`src/rtl/move_pkg.sv`:
```
// Shared definitions for the 2048 move sequencer: state encoding, directions,
// and the button priority encoder.
package move_pkg;

    localparam logic [1:0] ST_IDLE  = 2'd0;
    localparam logic [1:0] ST_SLIDE = 2'd1;
    localparam logic [1:0] ST_MERGE = 2'd2;
    localparam logic [1:0] ST_SPAWN = 2'd3;

    localparam logic [1:0] DIR_UP    = 2'd0;
    localparam logic [1:0] DIR_DOWN  = 2'd1;
    localparam logic [1:0] DIR_LEFT  = 2'd2;
    localparam logic [1:0] DIR_RIGHT = 2'd3;

    // Priority up > down > left > right; caller guarantees btn is nonzero.
    function automatic logic [1:0] dir_encode(input logic [3:0] btn);
        if (btn[0]) begin
            return DIR_UP;
        end else if (btn[1]) begin
            return DIR_DOWN;
        end else if (btn[2]) begin
            return DIR_LEFT;
        end else begin
            return DIR_RIGHT;
        end
    endfunction

endpackage

```
`src/rtl/move_pending_buf.sv`:
```
// One-entry buffer for a direction requested while a move is in flight.
// The first stored request is kept; later requests while full are dropped.
module move_pending_buf
    import move_pkg::*;
(
    input  logic       clk,
    input  logic       reset,
    input  logic       req_i,
    input  logic       clear_i,
    input  logic [1:0] dir_i,
    output logic       valid_o,
    output logic [1:0] dir_o,
    output logic       drop_o
);

    logic       valid_q, valid_d;
    logic [1:0] dir_q, dir_d;

    always_comb begin
        valid_d = valid_q;
        dir_d   = dir_q;
        drop_o  = req_i && valid_q;
        if (clear_i) begin
            valid_d = 1'b0;
        end else if (req_i && !valid_q) begin
            valid_d = 1'b1;
            dir_d   = dir_i;
        end
    end

    always_ff @(posedge clk) begin
        if (reset) begin
            valid_q <= 1'b0;
            dir_q   <= DIR_UP;
        end else begin
            valid_q <= valid_d;
            dir_q   <= dir_d;
        end
    end

    assign valid_o = valid_q;
    assign dir_o   = dir_q;

endmodule

```
`src/rtl/move_sequencer.sv`:
```
// Sequences one 2048 move: frame-paced slide, then merge, then optional spawn,
// with a one-entry pending buffer for directions pressed mid-move.
module move_sequencer
    import move_pkg::*;
#(
    parameter int ANIM_FRAMES = 8,
    parameter int FRAME_W     = 4
) (
    input  logic               CLK100MHZ,
    input  logic               reset,
    input  logic               frame_stb,
    input  logic [3:0]         btn_dir,
    input  logic               game_over,
    input  logic               merge_done,
    input  logic               merge_moved,
    input  logic               spawn_done,
    output logic [1:0]         slide_dir,
    output logic               slide_start,
    output logic [FRAME_W-1:0] anim_frame,
    output logic               merge_start,
    output logic               spawn_start,
    output logic               busy,
    output logic               drop
);

    localparam logic [FRAME_W-1:0] LAST_FRAME = FRAME_W'(ANIM_FRAMES - 1);

    logic [1:0]         state_q, state_d;
    logic [1:0]         slide_dir_q, slide_dir_d;
    logic [FRAME_W-1:0] anim_q, anim_d;
    logic               slide_start_q, slide_start_d;
    logic               merge_start_q, merge_start_d;
    logic               spawn_start_q, spawn_start_d;
    logic               busy_q, busy_d;
    logic               drop_q;

    logic       btn_any;
    logic [1:0] btn_enc;
    logic       exit_now;
    logic       pend_req, pend_clear, pend_valid, pend_drop;
    logic [1:0] pend_dir;

    assign btn_any = |btn_dir;
    assign btn_enc = dir_encode(btn_dir);

    move_pending_buf u_pend (
        .clk     (CLK100MHZ),
        .reset   (reset),
        .req_i   (pend_req),
        .clear_i (pend_clear),
        .dir_i   (btn_enc),
        .valid_o (pend_valid),
        .dir_o   (pend_dir),
        .drop_o  (pend_drop)
    );

    always_comb begin
        state_d       = state_q;
        slide_dir_d   = slide_dir_q;
        anim_d        = anim_q;
        slide_start_d = 1'b0;
        merge_start_d = 1'b0;
        spawn_start_d = 1'b0;
        exit_now      = 1'b0;
        pend_clear    = 1'b0;

        case (state_q)
            ST_IDLE: begin
                if (btn_any && !game_over) begin
                    state_d       = ST_SLIDE;
                    slide_dir_d   = btn_enc;
                    slide_start_d = 1'b1;
                    anim_d        = '0;
                end
            end
            ST_SLIDE: begin
                if (frame_stb) begin
                    if (anim_q == LAST_FRAME) begin
                        state_d       = ST_MERGE;
                        anim_d        = '0;
                        merge_start_d = 1'b1;
                    end else begin
                        anim_d = anim_q + 1'b1;
                    end
                end
            end
            ST_MERGE: begin
                if (merge_done) begin
                    if (merge_moved) begin
                        state_d       = ST_SPAWN;
                        spawn_start_d = 1'b1;
                    end else begin
                        exit_now = 1'b1;
                    end
                end
            end
            ST_SPAWN: begin
                if (spawn_done) begin
                    exit_now = 1'b1;
                end
            end
            default: state_d = ST_IDLE;
        endcase

        // Exit path: a pending move wins over a button arriving in the same
        // cycle; with nothing pending that button launches directly.
        if (exit_now) begin
            pend_clear = 1'b1;
            anim_d     = '0;
            if (pend_valid) begin
                if (!game_over) begin
                    state_d       = ST_SLIDE;
                    slide_dir_d   = pend_dir;
                    slide_start_d = 1'b1;
                end else begin
                    state_d = ST_IDLE;
                end
            end else if (btn_any && !game_over) begin
                state_d       = ST_SLIDE;
                slide_dir_d   = btn_enc;
                slide_start_d = 1'b1;
            end else begin
                state_d = ST_IDLE;
            end
        end

        pend_req = btn_any && (state_q != ST_IDLE) && !(exit_now && !pend_valid);
        busy_d   = (state_d != ST_IDLE);
    end

    always_ff @(posedge CLK100MHZ) begin
        if (reset) begin
            state_q       <= ST_IDLE;
            slide_dir_q   <= DIR_UP;
            anim_q        <= '0;
            slide_start_q <= 1'b0;
            merge_start_q <= 1'b0;
            spawn_start_q <= 1'b0;
            busy_q        <= 1'b0;
            drop_q        <= 1'b0;
        end else begin
            state_q       <= state_d;
            slide_dir_q   <= slide_dir_d;
            anim_q        <= anim_d;
            slide_start_q <= slide_start_d;
            merge_start_q <= merge_start_d;
            spawn_start_q <= spawn_start_d;
            busy_q        <= busy_d;
            drop_q        <= pend_drop;
        end
    end

    assign slide_dir   = slide_dir_q;
    assign slide_start = slide_start_q;
    assign anim_frame  = anim_q;
    assign merge_start = merge_start_q;
    assign spawn_start = spawn_start_q;
    assign busy        = busy_q;
    assign drop        = drop_q;

endmodule

```
`config.mk`:
```
export PLATFORM = sky130hd
export DESIGN_NAME = move_sequencer
export DESIGN_NICKNAME = d
export VERILOG_FILES = /design/src/rtl/move_pkg.sv /design/src/rtl/move_pending_buf.sv /design/src/rtl/move_sequencer.sv
export SDC_FILE = /design/constraint.sdc
export NUM_CORES = 1
export LEC_CHECK = 0
export BUFFER_PORTS_ARGS = -buffer_cell sky130_fd_sc_hd__buf_2
export CORE_AREA = 2 2 48 50
export DETAILED_ROUTE_END_ITERATION = 12
export DIE_AREA = 0 0 50 52
export PLACE_DENSITY = 0.75
export SLEW_MARGIN = 20
export SYNTH_ARGS = -nofsm -noshare
export SYNTH_HDL_FRONTEND = slang
export SYNTH_SLANG_ARGS = --single-unit
```
`constraint.sdc`:
```
create_clock -name CLK100MHZ -period 4.65 [get_ports CLK100MHZ]
set_input_delay 0.2325 -clock CLK100MHZ [delete_from_list [all_inputs] [get_ports CLK100MHZ]]
set_output_delay 0.2325 -clock CLK100MHZ [all_outputs]
set_load 0.01 [all_outputs]
```
Yosys cells after proc, flatten, opt, wreduce, memory -nomap -nowiden
Cells that the tools add are included.
- register bits: 16
- bits in latches: 0
- memory bits (writable): 0
- ROM bits: 0
- input bits: 11
- output and inout bits: 11
- word-level logic and storage cells: 78
- memories: 0
- $add $sub $neg: 1
- multiply operators: 0
- divide/modulo/power cells: 0
- order comparisons: 0
- eq/ne operators: 6
- shifts and indexed selects: 0
- muxes and demuxes: 36
- bitwise operators: 5
- reduce and logical (&&, ||, !) cells: 20
- operators by type and width (operator ; number):
    2-bit 2-to-1 mux ; 15
    1-bit 2-to-1 mux ; 15
    4-bit 2-to-1 mux ; 3
    4-bit one-hot mux with 2 select lines ; 1
    1-bit logical AND ; 6
    2-bit one-hot mux with 3 select lines ; 1
    2-bit nonzero test ; 3
    3-bit OR reduction ; 2
    1-bit NOT ; 5
    4-bit by 1-bit adder with 4-bit output, second input constant ; 1
    2-bit == test, second input constant ; 2
    4-bit by 3-bit == test with 1-bit output, second input constant ; 1
    2-bit != test, second input constant ; 2
    2-bit OR reduction ; 2
    4-bit OR reduction ; 1
    1-bit zero test ; 3
    3-bit AND reduction ; 1
    2-bit by 1-bit == test with 1-bit output, second input constant ; 1
    2-bit zero test ; 1
    1-bit one-hot mux with 2 select lines ; 1
    2-bit AND reduction ; 1

Logic depth before layout (Yosys ltp)
Gate-level depths: netlist of run 1.
- depth after elaboration: 8
- depth in mapped cells: 6
- mapped depth without buffers: 5

Modules after synthesis
From an unflattened synthesis of run 1, not the netlist that was laid out.
- cell total of the unflattened synthesis: 102
- area, all modules: 842.1 µm²
- by module, submodules not included (module ; instances ; cells each ; area each (µm²) ; seq. area each (µm²)):
    move_sequencer ; 1 ; 89 ; 701.9 ; 260.2
    move_pending_buf ; 1 ; 13 ; 140.1 ; 60.1

Worst setup path after synthesis of run 1
Ideal clock, no wire load.
- path type: flip-flop to flip-flop
- start: register anim_q[0] (netlist: anim_frame[0])
- end: register busy_q (netlist: busy)
- setup time: 139 ps
- arrival: 1445 ps
- required time: 4511 ps
- path slack: 3066 ps
- stages on the path, launching flop included: 6
- buffers on the path: 0
- period minus slack after synthesis: 1584 ps
- cell sequence: dfxtp_1 > ha_1 > and3b_1 > a21boi_0 > a2111oi_0 > o22ai_1
- word-level cells in the longest chain between the ends: 6
- RTL lines (what ; RTL line ; RTL):
    start, declared ; move_sequencer.sv:30 ; logic [FRAME_W-1:0] anim_q, anim_d;
    start signal, assigned ; move_sequencer.sv:144 ; anim_q <= anim_d;
    4-bit by 3-bit == test with 1-bit output ; move_sequencer.sv:78 ; if (anim_q == LAST_FRAME) begin
    2-bit 2-to-1 mux ; move_sequencer.sv:78 ;
    2-bit 2-to-1 mux ; move_sequencer.sv:77 ; if (frame_stb) begin
    2-bit one-hot mux with 3 select lines ; move_sequencer.sv:67 ; case (state_q)
    2-bit 2-to-1 mux ; move_sequencer.sv:107 ; if (exit_now) begin
    2-bit nonzero test ; move_sequencer.sv:128 ; busy_d = (state_d != ST_IDLE);
    end signal, assigned ; move_sequencer.sv:148 ; busy_q <= busy_d;
    end, declared ; move_sequencer.sv:34 ; logic busy_q, busy_d;
Every way passes these cells.
A chain may end at the register's enable or synchronous reset.

Worst setup path in the final report of run 1
- start: register state_q[0]
- end: register busy_q (netlist: busy)
- word-level cells in the longest chain between the ends: 5
- elaborated cells between the ends (all ways): 13
- classes of those cells: eq/ne: 3; mux: 8; reduce/logical: 2
- RTL lines (what ; RTL line ; RTL):
    start, declared ; move_sequencer.sv:28 ; logic [1:0] state_q, state_d;
    start signal, assigned ; move_sequencer.sv:142 ; state_q <= state_d;
    2-bit 2-to-1 mux (on tied branches) ; move_sequencer.sv:89, move_sequencer.sv:78 ;
    2-bit 2-to-1 mux (on tied branches) ; move_sequencer.sv:88, move_sequencer.sv:77 ;
    2-bit one-hot mux with 3 select lines ; move_sequencer.sv:67 ;
    2-bit 2-to-1 mux * ; move_sequencer.sv:107 ;
    2-bit nonzero test * ; move_sequencer.sv:128 ;
Mark *: on every way between the ends. The rest lies on a longest branch, timed or not.

==> reports/metrics.yaml, run 1 <==
run_status: "complete, no violations"
synth_edf_count: 0
setup.worst_path.end_class: "flop"
regToRegSetupSlack_ns: 2.72
worst_pin_slew_ns: 0.5417
die_h_um: 52
hold_buffers: 0
timing.slew.headroom_pct: 62.95
die_x_um: 50
fin_skew_ns: 0.01449
via_per_inst: 5.782
drc: 0
hold_viol: 0
antenna_cells: 0
power_leakage_nw: 0.4426
cts.sinks: 16
synthTopCellsByArea: "dfxtp_1, a21oi_1, nor2_1"
cts_buffers: 3
ir_drop_mv: 0.1732
synth-main-ff-cell: "dfxtp_1"
synth_cell_types: 39
port-buffer-count: 21
antenna_found_initial: 0
cp_cell_sequence: "nor4bb_1 > a31o_2 > a2111oi_0 > o22ai_1"
critPathMaxFanout: 18
cts_root_buffer: "clkbuf_4"
avgSynthCellArea_um2: 8.150
grtUsageMet1_pct: 18.94
globalplace.congestion: 0.8497
initial_utilization_pct: 42.19
yosys.area.top_type_share_pct: 36.06
cp.arrival_ns: 2.08
dpl.hpwl_um: 1494
postSynthCellCount: 109
seq_area_frac_synth_pct: 36.06
synthArstFlopShare_pct: 0
area_growth_pct: 17.04
num_rows: 17
grt_pass1_vias: 771
dr.first_iter.drc_count: 22
post_cts_buffers: 0
slowest_stage: "dfxtp_1"
cts_max_level: 1
antenna_left: 0
wl_per_cell_um: 12.42
clk_path_buf_depth: 2
grt-ovfl-total: 0
start_kind: "flop"
io_pins: 22
drtPass1Iterations: 4
drv_slew: 0
nNetsFinal: 141
met2_usage_pct: 28.07
totalWireLength_um: 1937
syn_area_um2: 888.4
synth-seq-cells: 16
vias: 902
max_cap_violations: 0
ctsResizeCount: 0
fmaxAchievable_mhz: 517.7
ys.warnings.count: 0
grt.total_usage_pct: 16.10
coreArea_um2: 2106
hold_class: "input port to flop"
drive_above_1_share_pct: 24.22
busiest_layer: "met2"
syn_nets: 121
finalSetupTns_ns: 0
finalWorstSetupSlack_ns: 2.718
grt_max_degree: 19
die_area_um2: 2600
setup_violations: 0
rsz0062_at_grt: "false"
path_class: "flop to flop"
post-route-period-util_pct: 41.54
cpPeakStageDelay_ns: 0.64
power-per-cell-area_nw_per_um2: 272.2
use_met3_pct: 5.172
synth_top_area_cell: "dfxtp_1"
tritoncts: "done"
clock_latency_ns: 0.29
clk_pin_slew_ns: 0.10
pre_cts_slack_ns: 2.768
grt_pass1_wl_um: 3256
min_period_ns: 1.932
crit_required_ns: 4.79
## where the power goes
| group | switching, W | total, W | internal (W) |
|---|---|---|---|
| Sequential | 0.00000677 | 0.000149 | 0.000142 |
| Clock | 0.0000441 | 0.0000917 | 0.0000476 |
| Combinational | 0.0000236 | 0.0000423 | 0.0000187 |
## registers in the layout, indices dropped and copies added (netlist names)
signal / count
anim_frame: 4
busy: 1
u_pend.dir_o: 2
slide_dir: 2
spawn_start: 1
slide_start: 1
drop: 1
u_pend.valid_o: 1
merge_start: 1
state_q: 2
## worst max-delay path: cells and delay by family, from the launching register on
family             cells  cell delay [ns]
AOI/OAI and AO/OA      3             1.01
DFF                    1             0.64
and+or+nand+nor        1             0.15
## final cells by class
| cell class | count | area, µm² |
|---|---|---|
| inverters | 6 | 22.52 |
| clock buffers | 4 | 36.28 |
| repair buffers | 21 | 105.1 |
| multi-input cells | 81 | 520.5 |
| flip-flops and latches | 16 | 320.3 |
| fillers | 194 | 1066 |
| well taps | 28 | 35.03 |
## path summary, 6_finish.rpt
| kind | startpoint | to | cells past startpoint |
|---|---|---|---|
| worst max-delay path | state_q[0] | busy | 4 |
| worst min-delay path | reset | u_pend.dir_o[1] | 2 |
| worst min register to register | u_pend.dir_o[0] | u_pend.dir_o[0] | 2 |
| worst max register to register | state_q[0] | busy | 4 |
## placed cells by master, fill, tap and decap left out, types with 3 or more instances in the layout
master     n
buf_2     21
dfxtp_1   16
a21oi_1   13
nor2_1    10
inv_1      6
nand3_1    6
o21ai_0    5
nor2b_1    4
nand2_1    4
a31oi_1    3
clkbuf_4   3
## per-layer routing
layer | share of wire [%] | routed length, µm
met5 | 0 | 0
met4 | 0.41 | 8
met3 | 7.3 | 142
met2 | 46 | 894
met1 | 46 | 892
## cells by family (layout without fill, tap and decap cells)
family                     Yosys count  after routing  share of synthesized area [%]
muxes                                3              3                          4.084
buffers and inverters               12             31                          5.351
adders and majority gates            1              1                          1.408
and+or+nand+nor                     37             37                          23.94
AOI/OAI and AO/OA                   40             40                          29.16
DFF                                 16             16                          36.06
## cell usage after synthesis (2+ instances only)
cell type	instances
a21boi_0	2
dfxtp_1	16
a21o_1	2
o21ai_0	5
o21ai_1	2
nor2_1	10
nand2b_1	2
nand3_1	6
clkbuf_1	4
o31ai_1	2
a21oi_1	13
a31oi_1	3
o32ai_1	2
nor2b_1	4
nand2_1	4
inv_1	6
a2111oi_0	2
nor3_1	2
buf_2	2
## per-stage QoR
| step | power [W] | instance area, µm² | std cells | hold slack, ns | utilization [%] |
|---|---|---|---|---|---|
| final | 0.0002830 | 1040 | 156 | 0.2320 | 49.38 |
| after global routing | 0.0002979 | 1040 | 156 | 0.2459 | 49.38 |
| after CTS | 0.0002855 | 1040 | 156 | 0.2364 | 49.38 |
| after detailed placement | 0.0001944 | 1003 | 152 | 0.4789 | 47.65 |
| after global placement | 0.0001937 | 1003 | 152 | 0.4668 | 47.65 |
| after floorplan | 0.0001791 | 888.4 | 109 | 0.4220 | - |
Power figures use the tool's default switching activity.
==> inputs of run 2 (changes only) <==
- clock period: 4.65 -> 2.02 ns (I/O delays scaled with it)
==> run 2 against run 1 <==
Net effect: count of clock-buffer cells in the layout did not move; critical path depth rose by 1; via count fell by 0.33%; flip-flop and latch count did not move; hold slack got worse by 0.12 ns; design area rose by 1.4%; utilization rose by 0.71 points; clock power rose by 140%; total power rose by 130%; sequential power rose by 130%; sequential share of layout area fell by 0.44 points.
==> reports/metrics.yaml, run 2 (synthesis gave the netlist of run 1 again) <==
run_status: "complete, no violations"  # unchanged
multi_input_area_um2: 520.5  # unchanged
drtPass1Iterations: 4  # unchanged
die_x_um: 50  # unchanged
cts_root_buffer: "clkbuf_4"  # unchanged
grt-ovfl-total: 0  # unchanged
path_class: "flop to flop"  # unchanged
grt_max_degree: 16  # was 19
ctsResizeCount: 0  # unchanged
min_period_ns: 1.787  # was 1.932 ns
grt_pass1_wl_um: 3560  # was 3256 µm
die_area_um2: 2600  # unchanged
grt.total_usage_pct: 17.94  # was 16.10%
clk_pin_slew_ns: 0.09  # was 0.10 ns
cp_cell_sequence: "buf_4 > nor2b_1 > a2111oi_0 > a2111oi_0 > o22ai_1"  # was nor4bb_1 > a31o_2 > a2111oi_0 > o22ai_1
ir_drop_mv: 0.3269  # was 0.1732 mV
antenna_found_initial: 0  # unchanged
clk_path_buf_depth: 2  # unchanged
num_rows: 17  # unchanged
fmaxAchievable_mhz: 559.5  # was 517.7 MHz
power-per-cell-area_nw_per_um2: 628.4  # was 272.2 nW/µm²
via_per_inst: 5.690  # was 5.782
io_pins: 22  # unchanged
crit_required_ns: 2.24  # was 4.79 ns
dpl.hpwl_um: 1623  # was 1494 µm
vias: 899  # was 902
rsz0062_at_grt: "false"  # unchanged
drv_slew: 0  # unchanged
worst_pin_slew_ns: 0.5649  # was 0.5417 ns
timing.slew.headroom_pct: 61.36  # was 62.95%
drc: 0  # unchanged
power_leakage_nw: 0.4531  # was 0.4426 nW
antenna_left: 0  # unchanged
wl_per_cell_um: 13.45  # was 12.42 µm
largest_register_ff_count: 4  # unchanged
crit_buf_inv: 1  # was 0
cts.sinks: 16  # unchanged
cpPeakStageDelay_ns: 0.56  # was 0.64 ns
finalSetupTns_ns: 0  # unchanged
cp.arrival_ns: 2.01  # was 2.08 ns
final_cells: 158  # was 156
fin_skew_ns: 0.01095  # was 0.01449 ns
totalWireLength_um: 2125  # was 1937 µm
nNetsFinal: 143  # was 141
cpLargestDelayFamily: "compound AO/OA/AOI/OAI gates"  # unchanged
setup_violations: 0  # unchanged
coreArea_um2: 2106  # unchanged
final_common_cell: "buf_2"  # unchanged
hold_buffers: 0  # unchanged
setup.worst_path.end_class: "flop"  # unchanged
max_cap_violations: 0  # unchanged
crit_top_cell: "a2111oi_0"
post-route-period-util_pct: 88.48  # was 41.54%
post-place-cells: 154  # was 152
clock_latency_ns: 0.30  # was 0.29 ns
fillers: 217  # was 194
antenna_cells: 0  # unchanged
grt_pass1_vias: 840  # was 771
hold_class: "input port to flop"  # unchanged
port-buffer-count: 21  # unchanged
start_kind: "flop"  # unchanged
tritoncts: "done"  # unchanged
dr.first_iter.drc_count: 16  # was 22
initial_utilization_pct: 42.19  # unchanged
drive_above_1_share_pct: 25.38  # was 24.22%
critPathMaxFanout: 11  # was 18
cts_max_level: 1  # unchanged
die_h_um: 52  # unchanged
globalplace.congestion: 0.8701  # was 0.8497
hold_viol: 0  # unchanged
final_cell_mix: "buf_2, dfxtp_1, a21oi_1"  # unchanged
final-seq-area_um2: 320.3  # unchanged
cts_buffers: 3  # unchanged
post_cts_buffers: 0  # unchanged
area_growth_pct: 18.73  # was 17.04%
slowest_stage: "a2111oi_0"  # was dfxtp_1
[run 2: where the power goes]
part           switching [W]  internal (W)
sequential         0.0000132      0.000327
clock               0.000108      0.000110
combinational      0.0000590     0.0000458
[run 2: cell type report]
class / count / share of cell area, %
multi-input cells: 81 / 49.35
flip-flops and latches: 16 / 30.37
repair buffers: 23 / 11.39
clock buffers: 4 / 3.440
well taps: 28 / 3.321
inverters: 6 / 2.135
[run 2: final timing paths]
path,startpoint,endpoint,slack [ns],cells after the start
worst min register to register,u_pend.dir_o[0],u_pend.dir_o[0],0.48,2
worst max-delay path,state_q[0],busy,0.23,5
worst min-delay path,reset,u_pend.dir_o[0],0.11,2
worst max register to register,state_q[0],busy,0.23,5
[run 2: layer usage]
layer | vias up | track usage, % | routed length (µm)
met3 | 2 | 2.586 | 62
met1 | 432 | 21.20 | 1007
li1 | 451 | - | -
met5 | - | 0 | 0
met4 | 0 | 8.333 | 20
met2 | 14 | 31.80 | 1035
[run 2: per-stage QoR]
step / setup slack (ns) / hold slack, ns / power (W) / area, µm² / util, %
floorplan: 0.4365 / 0.2905 / 0.0004122 / 888.4 / -
global placement: 0.3365 / 0.4051 / 0.0004494 / 1018 / 48.37
detailed placement: 0.2741 / 0.4061 / 0.0004515 / 1018 / 48.37
CTS: 0.2585 / 0.09481 / 0.0006657 / 1055 / 50.09
global route: 0.07272 / 0.1114 / 0.0006951 / 1055 / 50.09
finish: 0.2327 / 0.1071 / 0.0006628 / 1055 / 50.09
